## config.mk

```make
export PLATFORM = sky130hd
export DESIGN_NAME = firebird7_in_gate1_ijtag_host
export DESIGN_NICKNAME = d
export VERILOG_FILES = /design/src/rtl/firebird7_in_gate1_ijtag_host_pkg.sv /design/src/rtl/firebird7_in_gate1_ijtag_host_drv.sv /design/src/rtl/firebird7_in_gate1_ijtag_host.sv
export SDC_FILE = /design/constraint.sdc
export NUM_CORES = 1
export LEC_CHECK = 0
export CAP_MARGIN = 40
export CORE_ASPECT_RATIO = 1.5
export CORE_MARGIN = 2
export CORE_UTILIZATION = 45
export DETAILED_ROUTE_END_ITERATION = 10
export HOLD_SLACK_MARGIN = 0.1
export PLACE_DENSITY = 0.7
export SYNTH_ARGS = -nofsm -noshare
export SYNTH_HDL_FRONTEND = slang
export SYNTH_HIERARCHICAL = 1
export SYNTH_SLANG_ARGS = --single-unit
```

## constraint.sdc

```tcl
create_clock -name ijtag_tck -period 2.69 [get_ports ijtag_tck]
set_input_delay 0.6725 -clock ijtag_tck [delete_from_list [all_inputs] [get_ports ijtag_tck]]
set_output_delay 0.6725 -clock ijtag_tck [all_outputs]
set_load 0.02 [all_outputs]
```

## src/rtl/firebird7_in_gate1_ijtag_host_pkg.sv

```systemverilog
// Shared types and constants for the firebird7 IJTAG host.
package firebird7_in_gate1_ijtag_host_pkg;

    localparam int MAX_LEN_DEF = 64;
    localparam int LEN_W       = 7;

    typedef enum logic [2:0] {
        IDLE    = 3'd0,
        CAPTURE = 3'd1,
        SHIFT   = 3'd2,
        UPDATE  = 3'd3,
        RESP    = 3'd4
    } state_e;

    // Requested shift count clipped to the width of the data registers.
    function automatic logic [LEN_W-1:0] clip_len(input logic [LEN_W-1:0] len, input int max_len);
        if (int'(len) > max_len) return LEN_W'(max_len);
        return len;
    endfunction

endpackage

```

## src/rtl/firebird7_in_gate1_ijtag_host_drv.sv

```systemverilog
// Negedge retiming stage for the IJTAG drives, so the target sees stable
// levels half a cycle before its sampling posedge.
module firebird7_in_gate1_ijtag_host_drv (
    input  logic clk_i,
    input  logic rst_ni,
    input  logic sel_i,
    input  logic ce_i,
    input  logic se_i,
    input  logic ue_i,
    input  logic si_i,
    output logic sel_o,
    output logic ce_o,
    output logic se_o,
    output logic ue_o,
    output logic si_o
);

    always_ff @(negedge clk_i or negedge rst_ni) begin
        if (!rst_ni) begin
            sel_o <= 1'b0;
            ce_o  <= 1'b0;
            se_o  <= 1'b0;
            ue_o  <= 1'b0;
            si_o  <= 1'b0;
        end else begin
            sel_o <= sel_i;
            ce_o  <= ce_i;
            se_o  <= se_i;
            ue_o  <= ue_i;
            si_o  <= si_i;
        end
    end

endmodule

```

## src/rtl/firebird7_in_gate1_ijtag_host.sv

```systemverilog
// IJTAG host: runs one capture/shift/update transaction per command.
// Optional saturating transaction counter: FIREBIRD7_IJTAG_HOST_TXN_COUNT_EN.
module firebird7_in_gate1_ijtag_host
    import firebird7_in_gate1_ijtag_host_pkg::*;
#(
    parameter int MAX_LEN = MAX_LEN_DEF
) (
    input  logic               ijtag_tck,
    input  logic               ijtag_reset,
    input  logic               cmd_valid,
    output logic               cmd_ready,
    input  logic [LEN_W-1:0]   cmd_len,
    input  logic [MAX_LEN-1:0] cmd_data,
    input  logic               cmd_capture,
    input  logic               cmd_update,
    output logic               rsp_valid,
    input  logic               rsp_ready,
    output logic [MAX_LEN-1:0] rsp_data,
    output logic               ijtag_sel,
    output logic               ijtag_ce,
    output logic               ijtag_se,
    output logic               ijtag_ue,
    output logic               ijtag_si,
    input  logic               ijtag_so,
    output logic [15:0]        txn_count
);

    state_e             state_q;
    logic [MAX_LEN-1:0] data_q;
    logic [MAX_LEN-1:0] mask_q;
    logic [MAX_LEN-1:0] rsp_q;
    logic [LEN_W-1:0]   len_q;
    logic [LEN_W-1:0]   cnt_q;
    logic               update_q;
    logic [LEN_W-1:0]   eff_len;

    assign eff_len = clip_len(cmd_len, MAX_LEN);

    // data_q shifts out LSB first; mask_q is a one-hot pointer to the rsp bit being filled.
    always_ff @(posedge ijtag_tck or negedge ijtag_reset) begin
        if (!ijtag_reset) begin
            state_q  <= IDLE;
            data_q   <= '0;
            mask_q   <= '0;
            rsp_q    <= '0;
            len_q    <= '0;
            cnt_q    <= '0;
            update_q <= 1'b0;
        end else begin
            case (state_q)
                IDLE: begin
                    if (cmd_valid) begin
                        data_q   <= cmd_data;
                        mask_q   <= MAX_LEN'(1);
                        rsp_q    <= '0;
                        len_q    <= eff_len;
                        cnt_q    <= '0;
                        update_q <= cmd_update;
                        if (cmd_capture)          state_q <= CAPTURE;
                        else if (eff_len != '0)   state_q <= SHIFT;
                        else if (cmd_update)      state_q <= UPDATE;
                        else                      state_q <= RESP;
                    end
                end
                CAPTURE: begin
                    if (len_q != '0)   state_q <= SHIFT;
                    else if (update_q) state_q <= UPDATE;
                    else               state_q <= RESP;
                end
                SHIFT: begin
                    data_q <= data_q >> 1;
                    mask_q <= mask_q << 1;
                    if (ijtag_so) rsp_q <= rsp_q | mask_q;
                    cnt_q  <= cnt_q + LEN_W'(1);
                    if (cnt_q == len_q - LEN_W'(1)) state_q <= update_q ? UPDATE : RESP;
                end
                UPDATE: state_q <= RESP;
                RESP: begin
                    if (rsp_ready) state_q <= IDLE;
                end
                default: state_q <= IDLE;
            endcase
        end
    end

    assign cmd_ready = (state_q == IDLE);
    assign rsp_valid = (state_q == RESP);
    assign rsp_data  = rsp_q;

    firebird7_in_gate1_ijtag_host_drv u_drv (
        .clk_i  (ijtag_tck),
        .rst_ni (ijtag_reset),
        .sel_i  ((state_q == CAPTURE) || (state_q == SHIFT) || (state_q == UPDATE)),
        .ce_i   (state_q == CAPTURE),
        .se_i   (state_q == SHIFT),
        .ue_i   (state_q == UPDATE),
        .si_i   ((state_q == SHIFT) && data_q[0]),
        .sel_o  (ijtag_sel),
        .ce_o   (ijtag_ce),
        .se_o   (ijtag_se),
        .ue_o   (ijtag_ue),
        .si_o   (ijtag_si)
    );

`ifdef FIREBIRD7_IJTAG_HOST_TXN_COUNT_EN
    logic [15:0] txn_q;

    always_ff @(posedge ijtag_tck or negedge ijtag_reset) begin
        if (!ijtag_reset) begin
            txn_q <= '0;
        end else if ((state_q == RESP) && rsp_ready && (txn_q != 16'hFFFF)) begin
            txn_q <= txn_q + 16'd1;
        end
    end

    assign txn_count = txn_q;
`else
    assign txn_count = 16'h0000;
`endif

endmodule

```

Word level (Yosys, flattened, before mapping) --
Index checks and enable logic that the tools add are counted.
Storage, ports and cells: bits in registers 215, input port bits 78, output and inout port bits 87, word-level logic and storage cells 57
Operators by class: add/subtract/negate cells 2, $lt $le $gt $ge 1, equal/unequal tests 9, multiplexer cells 21, bitwise operators 1, reductions and logical operators 11
Operators with widths (number):
- $pmux 64 s2 | 3
- $mux 64 | 4
- $or 64x64->64 | 1
- $mux 3 | 8
- $mux 7 | 3
- $pmux 3 s5 | 1
- $pmux 7 s2 | 1
- $reduce_bool 7->1 | 2
- $add 7x1->7 const B | 1
- $eq 7x7->1 | 1
- $gt 7x7->1 const B | 1
- $sub 7x1->7 const B | 1
- $eq 3x2->1 const B | 2
- $ne 2x2->1 const B | 3
- $reduce_and 3->1 | 2
- $reduce_and 2->1 | 2
- $eq 3x1->1 const B | 1
- $eq 3x3->1 const B | 1
- $logic_not 3->1 | 1
- $logic_or 1x1->1 | 2
- $ne 2x1->1 const B | 1
- $reduce_bool 2->1 | 1
- $logic_and 1x1->1 | 1
- $mux 1 | 1

Logic depth before layout (Yosys ltp) --
depth after elaboration 8, gate-level depth with buffers 10, depth with buffers taken out 7

Hierarchy --
Netlist, hierarchy kept.
By module, submodules not included:
- firebird7_in_gate1_ijtag_host | times used 1, cells each 911, area each 9123.8 µm², sequential area each 5255.0 µm²
- firebird7_in_gate1_ijtag_host_drv | times used 1, cells each 5, area each 125.1 µm², sequential area each 125.1 µm²

==> impl_metrics.ini <==
[drt]
via_per_inst = 5.15
dr.pass1.iters = 4
vias = 6780
dr.first_iter.drc_count = 534
drc = 0
avgRoutedWirePerCell_microns = 14.7
wl_microns = 19300
ant_nets = 0

[timing]
grt_setup_unrepaired = yes
drv_slew = 0
worstMarginPinSlew_ns = 0.767
finalHoldViolCount = 0
relSlewSlack_pct = 48.9
finClkSkew_ns = 0.0157
fin_ws_ns = -0.345
finalSetupViolCount = 5

[setup_path]
cp-end-kind = output port
crit_arrival_ns = 2.36
cp_slowest_stage_delay_ns = 0.40
slowest_stage = dfrtn_1
path_max_fanout = 1
ff2ff_path_depth = 3
cp_top_family = flip-flops
worst_setup_path_start_kind = flop
critPathKind = reg -> out
crit_buf_inv = 1
crit_required_ns = 2.02
crit_cells = 1
cp_cell_sequence = buf_6

[power_and_ir_drop]
swShare_pct = 38.8
power.density_nw_per_um2 = 1210
p_switching_w = 0.00537
ir_drop_v = 0.000713
p_leak_nw = 5.19
p_total_w = 0.0138
internal_power_w = 0.00846
pwr-share-seq_pct = 37.3
p_clk_share_pct = 22.4
power_frac_comb_pct = 40.3

[cells_and_area]
fin_nets = 1120
final_util_pct = 56.3
multi_input_area_sq_um = 3250
n_antenna_cell = 0
fillers = 1768
drive_above_1_share_pct = 13.9
regArea_sq_um = 5380
syn_to_final_growth_pct = 23.3

[worst_hold_path]
hold_depth = 2
hp-class = reg -> reg

[placement]
gp_congestion = 0.797
hpwlAfterDp_microns = 12100
preCtsSetupSlack_ns = -0.294
port_buffers = 148

[floorplanning]
die_w_microns = 121
die_h_microns = 180
coreArea_sq_um = 20300
fp-row-count = 64
start_util_pct = 45.7
ios = 165
design.die.area_sq_um = 21700

[clock_tree]
clk_latency_ns = 0.50
cts-root-buf = clkbuf_16
htreeDepth = 1
cts_inserted_buffers = 21
clk_path_buf_depth = 3
clk_pin_slew_ns = 0.06
post_cts_buffers = 0
cts_tree = yes
cts_sinks = 215

[grt]
antenna_found_initial = 0
grt_first_pass_wirelength_microns = 33200
grt_max_degree = 120
grt_usage_pct = 18.1
grt_pass1_vias = 6744
gr-total-overflow = 0

[logic_synthesis]
postSynth.asyncResetShare_pct = 100
yosys_warnings = 6
synthFlopType = dfrtp_1
synth_cell_type_count = 52
synth_edf_count = 0
ys_seq_elements = 215
synth_area_per_cell_sq_um = 10.1
synth_cells = 916
seq_area_frac_synth_pct = 58.2
synth_area_sq_um = 9250

[status]
violations = setup timing
status = complete, but fails checks

[run]
maxCapViolCount = 0
==> power by group through the flow <==
stage	registers (W)	logic (W)	clock network [W]
after floorplan	0.00558	0.00371	0
after global placement	0.00519	0.00554	0
after detailed placement	0.00521	0.00566	0
after CTS	0.00517	0.00566	0.00319
after global routing	0.00532	0.00623	0.00333
final	0.00516	0.00557	0.00310
==> worst paths after layout <==
check	from	endpoint	slack [ns]
max	u_drv/si_o$_DFF_NN0_	ijtag_si	-0.34
min	data_q[0]$_DFFE_PN0P_	data_q[0]$_DFFE_PN0P_	0.47
max reg2reg	state_q[2]$_DFFE_PN0P_	u_drv/si_o$_DFF_NN0_	0.32
min reg2reg	data_q[0]$_DFFE_PN0P_	data_q[0]$_DFFE_PN0P_	0.47
max in group asynchronous	ijtag_reset	u_drv/si_o$_DFF_NN0_	0.67
min in group asynchronous	ijtag_reset	rsp_data[15]$_DFFE_PN0P_	0.60
==> Yosys cell counts (3+ instances only) <==
cell type / n / area [sq um]
clkbuf_2: 5 / 25.0
nand2_1: 274 / 1030
buf_4: 24 / 180
a31oi_1: 3 / 18.8
o21ai_0: 68 / 340
nand3_1: 4 / 20.0
buf_12: 9 / 180
nor3_1: 5 / 25.0
nor2_2: 61 / 382
xnor2_1: 3 / 26.3
a22oi_1: 63 / 473
xor2_1: 5 / 43.8
clkbuf_1: 10 / 37.5
a21oi_2: 20 / 175
dfrtn_1: 5 / 125
nor2_1: 11 / 41.3
inv_1: 6 / 22.5
a21oi_1: 47 / 235
dfrtp_1: 210 / 5260
buf_6: 10 / 113
buf_2: 18 / 90.1
nand4_1: 4 / 25.0
nand3b_1: 6 / 45.0
o21ai_1: 9 / 45.0
==> through the flow <==
stage,hold WS (ns),instance area [sq um],TNS [ns],instances
final,0.469,11400,-1.70,1317
after global routing,0.495,11400,-1.86,1317
after CTS,0.474,11400,-1.80,1317
after detailed placement,0.459,10700,-1.43,1280
after global placement,0.453,10700,-1.44,1280
after floorplan,0.377,9330,0,931
==> state kept, by name (all words and copies together), names as in the netlist <==
register / flops
cnt_q: 7
state_q: 3
u_drv/ce_o: 1
u_drv/ue_o: 1
mask_q: 64
update_q: 1
u_drv/se_o: 1
data_q: 64
u_drv/sel_o: 1
len_q: 7
rsp_data: 64
u_drv/si_o: 1
==> kinds of logic (layout without fill, tap and decap cells) <==
group                      count (synthesis)  in the layout  synth area share (%)
AOI/OAI and AO/OA                        222            222                  15.0
xor gates and xnor gates                   8              8                 0.758
adders and majority gates                  2              2                 0.271
buffers and inverters                     86            208                  7.41
DFF                                      215            215                  58.2
other                                      1             16                0.0405
and+or+nand+nor                          382            382                  18.4
==> cell usage in the layout, fill, tap and decap left out, types with 2 or more instances in the layout <==
cell	count
nand3b_1	6
clkbuf_8	7
and3_1	2
o21ai_0	68
conb_1	16
bufinv_16	3
xor2_1	5
xnor2_1	3
nor4_1	2
clkdlybuf4s50_1	140
clkinv_2	3
a21oi_2	20
buf_4	10
ha_1	2
clkbuf_16	21
clkbuf_1	2
buf_6	5
o22ai_1	2
nand4_1	4
a22oi_1	63
a31oi_1	3
nand2_1	274
nor2_2	60
inv_1	6
o21ai_1	9
dfrtp_1	210
a21oi_1	47
dfrtn_1	5
nand3_1	4
nor3_1	5
buf_12	5
nor2_1	11
==> area by class of cell <==
cell class              instances  area share [%]
flip-flops and latches        215            47.2
multi-input cells             630            28.5
inverters                       8           0.285
well taps                     264            2.90
repair buffers                164            14.7
clock buffers                  30            5.52
clock inverters                 6           0.921
==> layer usage <==
| metal | global-route usage [%] | wire length, microns |
|---|---|---|
| met2 | 30.6 | 9580 |
| met3 | 2.79 | 835 |
| met4 | 4.42 | 338 |
| met5 | 0 | 0 |
| met1 | 24.4 | 8570 |
==> repair_timing <==
action	in CTS	in global routing
gates resized for setup	29	3
endpoints found under the setup margin	6	6
pin swaps	0	0
endpoints found under the hold margin	8	0
hold buffers	1	0
Power figures use the tool's default switching activity.
